### src/rtl/buff_drain.sv
// Drains an upstream circular buffer into a valid/ready stream via a 2-entry skid stage,
// keeping a mirror of the buffer occupancy and a sticky overflow flag.
module buff_drain #(
  parameter int NUMELEM = 4,
  parameter int BITDATA = 4
) (
  input  logic                       i_clk,
  input  logic                       i_rst,
  input  logic                       i_push,
  output logic                       o_can_push,
  output logic                       o_pop,
  input  logic [BITDATA-1:0]         i_po_dout,
  output logic                       o_m_valid,
  input  logic                       i_m_ready,
  output logic [BITDATA-1:0]         o_m_data,
  output logic [$clog2(NUMELEM):0]   o_occ,
  output logic                       o_ovf
);

  localparam int OCCW = $clog2(NUMELEM) + 1;
  localparam logic [OCCW-1:0] OCC_FULL = OCCW'(NUMELEM);

  // state    | meaning
  // ST_EMPTY | skid stage holds no word
  // ST_ONE   | slot0 holds the head word
  // ST_TWO   | slot0 head, slot1 next; no pop allowed
  typedef enum logic [1:0] {
    ST_EMPTY = 2'd0,
    ST_ONE   = 2'd1,
    ST_TWO   = 2'd2
  } state_t;

  state_t             r_state;
  logic [OCCW-1:0]    r_occ;
  logic               r_ovf;
  logic [BITDATA-1:0] r_slot0;
  logic [BITDATA-1:0] r_slot1;

  logic w_pop;
  logic w_take;
  logic w_full;

  assign w_full     = (r_occ == OCC_FULL);
  assign w_pop      = (r_occ != '0) && (r_state != ST_TWO);
  assign w_take     = o_m_valid && i_m_ready;

  assign o_pop      = w_pop;
  assign o_can_push = (r_occ < OCC_FULL);
  assign o_m_valid  = (r_state != ST_EMPTY);
  assign o_m_data   = r_slot0;
  assign o_occ      = r_occ;
  assign o_ovf      = r_ovf;

  // A push into a full buffer with no pop is dropped upstream: occ saturates, ovf sticks.
  always_ff @(posedge i_clk) begin
    if (i_rst) begin
      r_occ <= '0;
      r_ovf <= 1'b0;
    end else if (i_push && w_full && !w_pop) begin
      r_ovf <= 1'b1;
    end else begin
      r_occ <= r_occ + OCCW'(i_push) - OCCW'(w_pop);
    end
  end

  always_ff @(posedge i_clk) begin
    if (i_rst) begin
      r_state <= ST_EMPTY;
    end else begin
      case (r_state)
        ST_EMPTY: begin
          if (w_pop) begin
            r_slot0 <= i_po_dout;
            r_state <= ST_ONE;
          end
        end
        ST_ONE: begin
          if (w_pop && w_take) begin
            r_slot0 <= i_po_dout;
          end else if (w_pop) begin
            r_slot1 <= i_po_dout;
            r_state <= ST_TWO;
          end else if (w_take) begin
            r_state <= ST_EMPTY;
          end
        end
        ST_TWO: begin
          if (w_take) begin
            r_slot0 <= r_slot1;
            r_state <= ST_ONE;
          end
        end
        default: r_state <= ST_EMPTY;
      endcase
    end
  end

endmodule

### config.mk
export PLATFORM = sky130hd
export DESIGN_NAME = buff_drain
export DESIGN_NICKNAME = d
export VERILOG_FILES = /design/src/rtl/buff_drain.sv
export SDC_FILE = /design/constraint.sdc
export NUM_CORES = 1
export LEC_CHECK = 0
export ABC_AREA = 1
export CAP_MARGIN = 20
export CELL_PAD_IN_SITES_DETAIL_PLACEMENT = 1
export CELL_PAD_IN_SITES_GLOBAL_PLACEMENT = 1
export CORE_MARGIN = 5
export CORE_UTILIZATION = 36
export CTS_BUF_LIST = sky130_fd_sc_hd__clkbuf_8
export DETAILED_ROUTE_END_ITERATION = 10
export PLACE_DENSITY = 0.83
export REMOVE_ABC_BUFFERS = 1
export SLEW_MARGIN = 5
export SYNTH_ARGS = -nofsm -noshare
export SYNTH_HDL_FRONTEND = slang
export SYNTH_SLANG_ARGS = --single-unit
### constraint.sdc
create_clock -name i_clk -period 2.6 [get_ports i_clk]
set_clock_uncertainty 0.15 [all_clocks]
set_input_delay 0.52 -clock i_clk [delete_from_list [all_inputs] [get_ports i_clk]]
set_output_delay 0.52 -clock i_clk [all_outputs]
set_load 0.005 [all_outputs]
==> results.sh, run 1 <==
export IMPL_hp_start="o_ovf$_SDFFE_PP0P_"
export IMPL_async_flop_share=0
export IMPL_min_period_ps=2400
export IMPL_yosysSeqAreaShare=0.505
export IMPL_synth_edff_count=8
export IMPL_rows=16
export IMPL_rsz0062_at_grt="no"
export IMPL_r2r_start="o_occ[1]$_SDFFE_PP0N_"
export IMPL_start_util=0.371
export IMPL_fillCellCount=247
export IMPL_fin_setup_tns_ps=0
export IMPL_synth_top_area_share=0.337
export IMPL_r2r_cells=11
export IMPL_cp_startpoint="o_occ[1]$_SDFFE_PP0N_"
export IMPL_ys_ff_latch=14
export IMPL_finalCritPeriodShare=0.923
export IMPL_layout_drive_gt1_share=0.151
export IMPL_cp_max_fo=6
export IMPL_grtUsageTotal=0.130
export IMPL_maxSlewViolCount=0
export IMPL_synth_warning_count=0
export IMPL_ant_nets=0
export IMPL_setup_violations=0
export IMPL_slew_headroom=0.750
export IMPL_globalRouteOverflowTotal=0
export IMPL_cts_hold_fix_buffers=0
export IMPL_path_clk_slew_ps=60
export IMPL_reg2reg_slack_ps=200
export IMPL_maxCapViolations=0
export IMPL_cts_sinks=14
export IMPL_die_width_microns=54.5
export IMPL_cp_end_kind="register"
export IMPL_power_density_mw_per_mm2=1040
export IMPL_startpoint_type="register"
export IMPL_drt_initial_drc_count=4
export IMPL_via_per_inst=4.56
export IMPL_syn_area_sq_um=713
export IMPL_placed_cell_area_sq_um=935
export IMPL_diodes=0
export IMPL_hpwl_microns=1380
export IMPL_multi_input_area_sq_um=300
export IMPL_post_cts_resized=0
export IMPL_place_congestion=0.745
export IMPL_grt_max_degree=9
export IMPL_outcome="finished clean"
export IMPL_wire_per_inst_microns=12.3
export IMPL_routed_wl_microns=1630
export IMPL_cts_tree="built"
export IMPL_worstMarginPinSlew_ps=373
export IMPL_port_buffers=18
export IMPL_pin_count=19
export IMPL_htreeDepth=1
export IMPL_syn_inst=83
export IMPL_grt_pass1_wl_microns=2700
export IMPL_fin_area_sq_um=980
export IMPL_clock_latency_ps=240
export IMPL_root_buffer="clkbuf_8"
export IMPL_syn_avg_cell_area_sq_um=8.59
export IMPL_synthFlopType="edfxtp_1"
export IMPL_clockBufferDepth=2
export IMPL_die_area_sq_mm=0.00297
export IMPL_endpoint="o_occ[1]$_SDFFE_PP0N_"
export IMPL_synth_largest_area_cell="edfxtp_1"
export IMPL_cts_buffers=3
export IMPL_grt_antenna_before_repair=0
export IMPL_drt_first_pass_iters=2
export IMPL_seq_area_sq_um=360
export IMPL_coreArea_sq_mm=0.00192
export IMPL_cp_arrival_ps=2420
export IMPL_p_leak_nw=0.431
export IMPL_finalHoldViolCount=0
export IMPL_cts_setup_buffers=0
export IMPL_fmax_ghz=0.417
export IMPL_layout_nets=118
export IMPL_r2r_end="o_occ[1]$_SDFFE_PP0N_"
export IMPL_irDropWorstVdd_mv=0.420
export IMPL_worstPathRequired_ps=2620
export IMPL_drc=0
export IMPL_grt_pass1_vias=639
export IMPL_synth_area_leaders="edfxtp_1 34%, dfxtp_1 17%, nand2_1 15%, inv_1 5.3%, nor2_1 4.7%"
export IMPL_die_y_microns=54.5
export IMPL_hold_path_class="register to register"
export IMPL_area_growth_pct=37.4
export IMPL_synth_cell_type_count=17
export IMPL_worst_setup_path_type="register to register"
export IMPL_vias=607
synth_stat cells, types with 2 or more instances:
cell      number
ha_1           2
edfxtp_1       8
a21oi_1        2
nor2_1         9
dfxtp_1        6
nand3_1        2
nor2_4         2
inv_2          4
nand2_1       29
a21oi_2        2
nand2_2        2
inv_1         10
final cells by class:
class / count / area share
timing repair buffer: 19 / 0.192
clock buffer: 3 / 0.0421
tap: 27 / 0.0345
inverter: 14 / 0.0536
sequential: 14 / 0.368
multi-input combinational: 55 / 0.307
clock inverter: 1 / 0.00383
placed cells by master (no fill, tap or decap), drive strengths merged:
cell / synthesis / final
nand2: 31 / 31
clkdlybuf4s50: 0 / 18
inv: 14 / 14
nor2: 11 / 11
edfxtp: 8 / 8
dfxtp: 6 / 6
a21oi: 4 / 4
clkbuf: 0 / 3
nand3: 2 / 2
ha: 2 / 2
nand4: 1 / 1
nor3: 1 / 1
or2: 1 / 1
nand3b: 1 / 1
fa: 1 / 1
clkinv: 0 / 1
buf: 0 / 1
power by group:
part           internal [W]  switching, W
Clock              0.000104     0.0000699
Combinational      0.000243      0.000253
Sequential         0.000301     0.0000487
Total              0.000648      0.000372
critical path, stage by stage (launching register included):
cell and delay, ps:
dfxtp_1 390, nor2_4 190, nand2_2 100, nand2_1 70, inv_1 60, ha_1 290, inv_1 60, ha_1 140
inv_1 50, fa_1 430, or2_2 300, nor2_1 120
how the worst min path moves through the flow:
stage                                     to  slack (ps)  depth (start not counted)
final                     o_ovf$_SDFFE_PP0P_         310                          2
after global routing      o_ovf$_SDFFE_PP0P_         360                          2
after CTS                 o_ovf$_SDFFE_PP0P_         320                          2
after detailed placement  o_ovf$_SDFFE_PP0P_         310                          2
after global placement    o_ovf$_SDFFE_PP0P_         300                          2
after floorplan           o_ovf$_SDFFE_PP0P_         300                          2
metal layers:
layer | vias up | share of wire | GRT usage
met5 | - | 0 | 0
met4 | 0 | 0.015 | 0.0622
met3 | 4 | 0.055 | 0.0409
met2 | 13 | 0.52 | 0.231
met1 | 285 | 0.41 | 0.136
li1 | 305 | - | -
state kept, by name, indices dropped and copies added (netlist names):
name,cells
o_m_data,4
o_ovf,1
r_state,2
o_occ,3
r_slot1,4
kinds of logic after synthesis:
group,Yosys count,synth area share
AOI/OAI and AO/OA,4,0.0386
adders and majority gates,3,0.0632
buffers and inverters,14,0.0737
DFF,14,0.505
and+or+nand+nor,48,0.319
per-stage QoR:
stage                     instances  hold WS [ps]  setup WS, ps  power, W  utilization
final                           133           314           200   0.00102        0.510
after global placement          129           303           293  0.000825        0.486
after global routing            133           357          14.6   0.00112        0.510
after detailed placement        129           308           206  0.000858        0.486
after CTS                       133           317           175   0.00104        0.510
after floorplan                  83           301           376  0.000627            -
Note: power is estimated with default switching activity, not from simulation.
==> inputs of run 2 (changes only) <==
--- a/config.mk
+++ b/config.mk
@@ -10,10 +10,9 @@
 export CELL_PAD_IN_SITES_DETAIL_PLACEMENT = 1
 export CELL_PAD_IN_SITES_GLOBAL_PLACEMENT = 1
 export CORE_MARGIN = 5
-export CORE_UTILIZATION = 36
-export CTS_BUF_LIST = sky130_fd_sc_hd__clkbuf_8
+export CORE_UTILIZATION = 33
 export DETAILED_ROUTE_END_ITERATION = 10
-export PLACE_DENSITY = 0.83
+export PLACE_DENSITY = 0.77
 export REMOVE_ABC_BUFFERS = 1
 export SLEW_MARGIN = 5
 export SYNTH_ARGS = -nofsm -noshare
==> results.sh, run 2 (synthesis results as in run 1) <==
export IMPL_via_per_inst=4.44
export IMPL_r2r_start="o_occ[1]$_SDFFE_PP0N_"
export IMPL_cts_tree="built"
export IMPL_start_util=0.356
export IMPL_drt_first_pass_iters=2
export IMPL_clock_latency_ps=280
export IMPL_die_area_sq_mm=0.00319
export IMPL_final_cell_mix="29 x nand2_1, 18 x clkdlybuf4s50_1, 10 x inv_1"
export IMPL_hpwl_microns=1400
export IMPL_outcome="finished clean"
export IMPL_layout_core_utilization=0.480
export IMPL_area_growth_pct=34.7
export IMPL_cts_sinks=14
export IMPL_swShare=0.381
export IMPL_layout_nets=118
export IMPL_maxSlewViolCount=0
export IMPL_wire_per_inst_microns=12.8
export IMPL_r2r_end="o_occ[1]$_SDFFE_PP0N_"
export IMPL_worstPathRequired_ps=2670
export IMPL_final_setup_worst_slack_ps=260
export IMPL_maxCapViolations=0
export IMPL_hp_start="o_ovf$_SDFFE_PP0P_"
export IMPL_path_clk_slew_ps=100
export IMPL_r2r_cells=11
export IMPL_power_density_mw_per_mm2=1000
export IMPL_finalHoldViolCount=0
export IMPL_cp_arrival_ps=2420
export IMPL_hold_path_class="register to register"
export IMPL_rsz0062_at_grt="no"
export IMPL_cts_buffers=3
export IMPL_diodes=0
export IMPL_layout_drive_gt1_share=0.151
export IMPL_irDropWorstVdd_mv=0.521
export IMPL_p_sw_w=0.000367
export IMPL_cts_hold_fix_buffers=0
export IMPL_die_width_microns=56.5
export IMPL_vias=590
export IMPL_globalRouteOverflowTotal=0
export IMPL_grt_antenna_before_repair=0
export IMPL_cts_setup_buffers=0
export IMPL_drc=0
export IMPL_rows=16
export IMPL_cp_common_cell="inv_1"
export IMPL_worstMarginPinSlew_ps=354
export IMPL_fin_setup_tns_ps=0
export IMPL_cp_max_fo=6
export IMPL_grt_pass1_vias=691
export IMPL_reg2reg_slack_ps=260
export IMPL_die_y_microns=56.5
export IMPL_cp_end_kind="register"
export IMPL_grt_pass1_wl_microns=2950
export IMPL_grtUsageTotal=0.118
export IMPL_cp_cell_sequence="nor2_4 > nand2_2 > nand2_1 > inv_1 > ha_1 > inv_1 > ha_1 > inv_1 > fa_1 > or2_2 > nor2_1"
export IMPL_startpoint_type="register"
export IMPL_ant_nets=0
export IMPL_drt_initial_drc_count=1
export IMPL_cpMaxStageDelayCell="fa_1"
export IMPL_finalCritPeriodShare=0.900
export IMPL_combPwrFrac=0.504
export IMPL_clkPwrFrac=0.134
export IMPL_routed_wl_microns=1710
export IMPL_whs_ps=322
export IMPL_clockBufferDepth=2
export IMPL_grt_max_degree=9
export IMPL_p_leak_nw=0.423
export IMPL_setup_violations=0
export IMPL_post_cts_resized=0
export IMPL_root_buffer="clkbuf_4"
export IMPL_place_congestion=0.767
export IMPL_min_path_cells=2
export IMPL_dp_slack_ps=251
export IMPL_min_period_ps=2340
export IMPL_slew_headroom=0.763
export IMPL_fmax_ghz=0.427
export IMPL_coreArea_sq_mm=0.00200
export IMPL_seqPwrFrac=0.362
export IMPL_worst_setup_path_type="register to register"
export IMPL_crit_family="adder cells"
export IMPL_critPathMaxStageDelay_ps=430
export IMPL_htreeDepth=1
export IMPL_pin_count=19
export IMPL_port_buffers=18
export IMPL_layout_commonest_cell="nand2_1"
export IMPL_internal_power_w=0.000596
export IMPL_min_to="o_ovf$_SDFFE_PP0P_"
export IMPL_critPathBufInv=3
==> run 2: cell types whose count changed in the layout (fill, tap and decap cells not counted) <==
cell      previous run  this run
clkbuf_8             3         0
clkbuf_4             0         3
==> run 2: stage by stage <==
stage / power, W / instances / instance area [sq um]
detailed placement: 0.000851 / 129 / 935
finish: 0.000963 / 133 / 961
global route: 0.00106 / 133 / 961
floorplan: 0.000627 / 83 / 713
CTS: 0.000986 / 133 / 961
global placement: 0.000817 / 129 / 935
==> run 2: power groups by stage <==
| stage | clock [W] | sequential, W | combinational (W) |
|---|---|---|---|
| 4_1_cts | 0.000137 | 0.000350 | 0.000499 |
| 6_report | 0.000129 | 0.000348 | 0.000485 |
| 5_1_grt | 0.000147 | 0.000359 | 0.000554 |
| 2_1_floorplan | 0 | 0.000358 | 0.000269 |
| 3_3_place_gp | 0 | 0.000350 | 0.000467 |
| 3_5_place_dp | 0 | 0.000355 | 0.000496 |
==> run 2: final cells by class <==
cell class	instances	area [sq um]
sequential	14	360
fill	253	1040
clock inverter	1	3.75
timing repair buffer	19	188
inverter	14	52.6
multi-input combinational	55	300
clock buffer	3	22.5
tap	27	33.8
==> run 2: worst max-delay path by stage <==
stage,slack (ps),from,endpoint,depth (start not counted)
final,260,o_occ[1]$_SDFFE_PP0N_,o_occ[1]$_SDFFE_PP0N_,11
after global routing,90,o_occ[1]$_SDFFE_PP0N_,o_occ[1]$_SDFFE_PP0N_,11
after CTS,230,o_occ[1]$_SDFFE_PP0N_,o_occ[1]$_SDFFE_PP0N_,11
after detailed placement,250,o_occ[1]$_SDFFE_PP0N_,o_occ[1]$_SDFFE_PP0N_,11
after global placement,310,i_push,o_occ[1]$_SDFFE_PP0N_,6
after floorplan,380,o_occ[1]$_SDFFE_PP0N_,o_occ[1]$_SDFFE_PP0N_,11
==> run 2: worst register-to-register path, delay by kind of cell (launching register included) <==
kind,cells,cell delay [ps]
buffers and inverters,3,150
and+or+nand+nor,5,750
DFF,1,400
adders and majority gates,3,840
==> run 2: per-layer routing <==
layer	up-vias	global-route usage	part of all wire
li1	304	-	-
met1	271	0.121	0.42
met2	13	0.226	0.53
met3	2	0.0252	0.039
met4	0	0.0508	0.012
met5	-	0	0
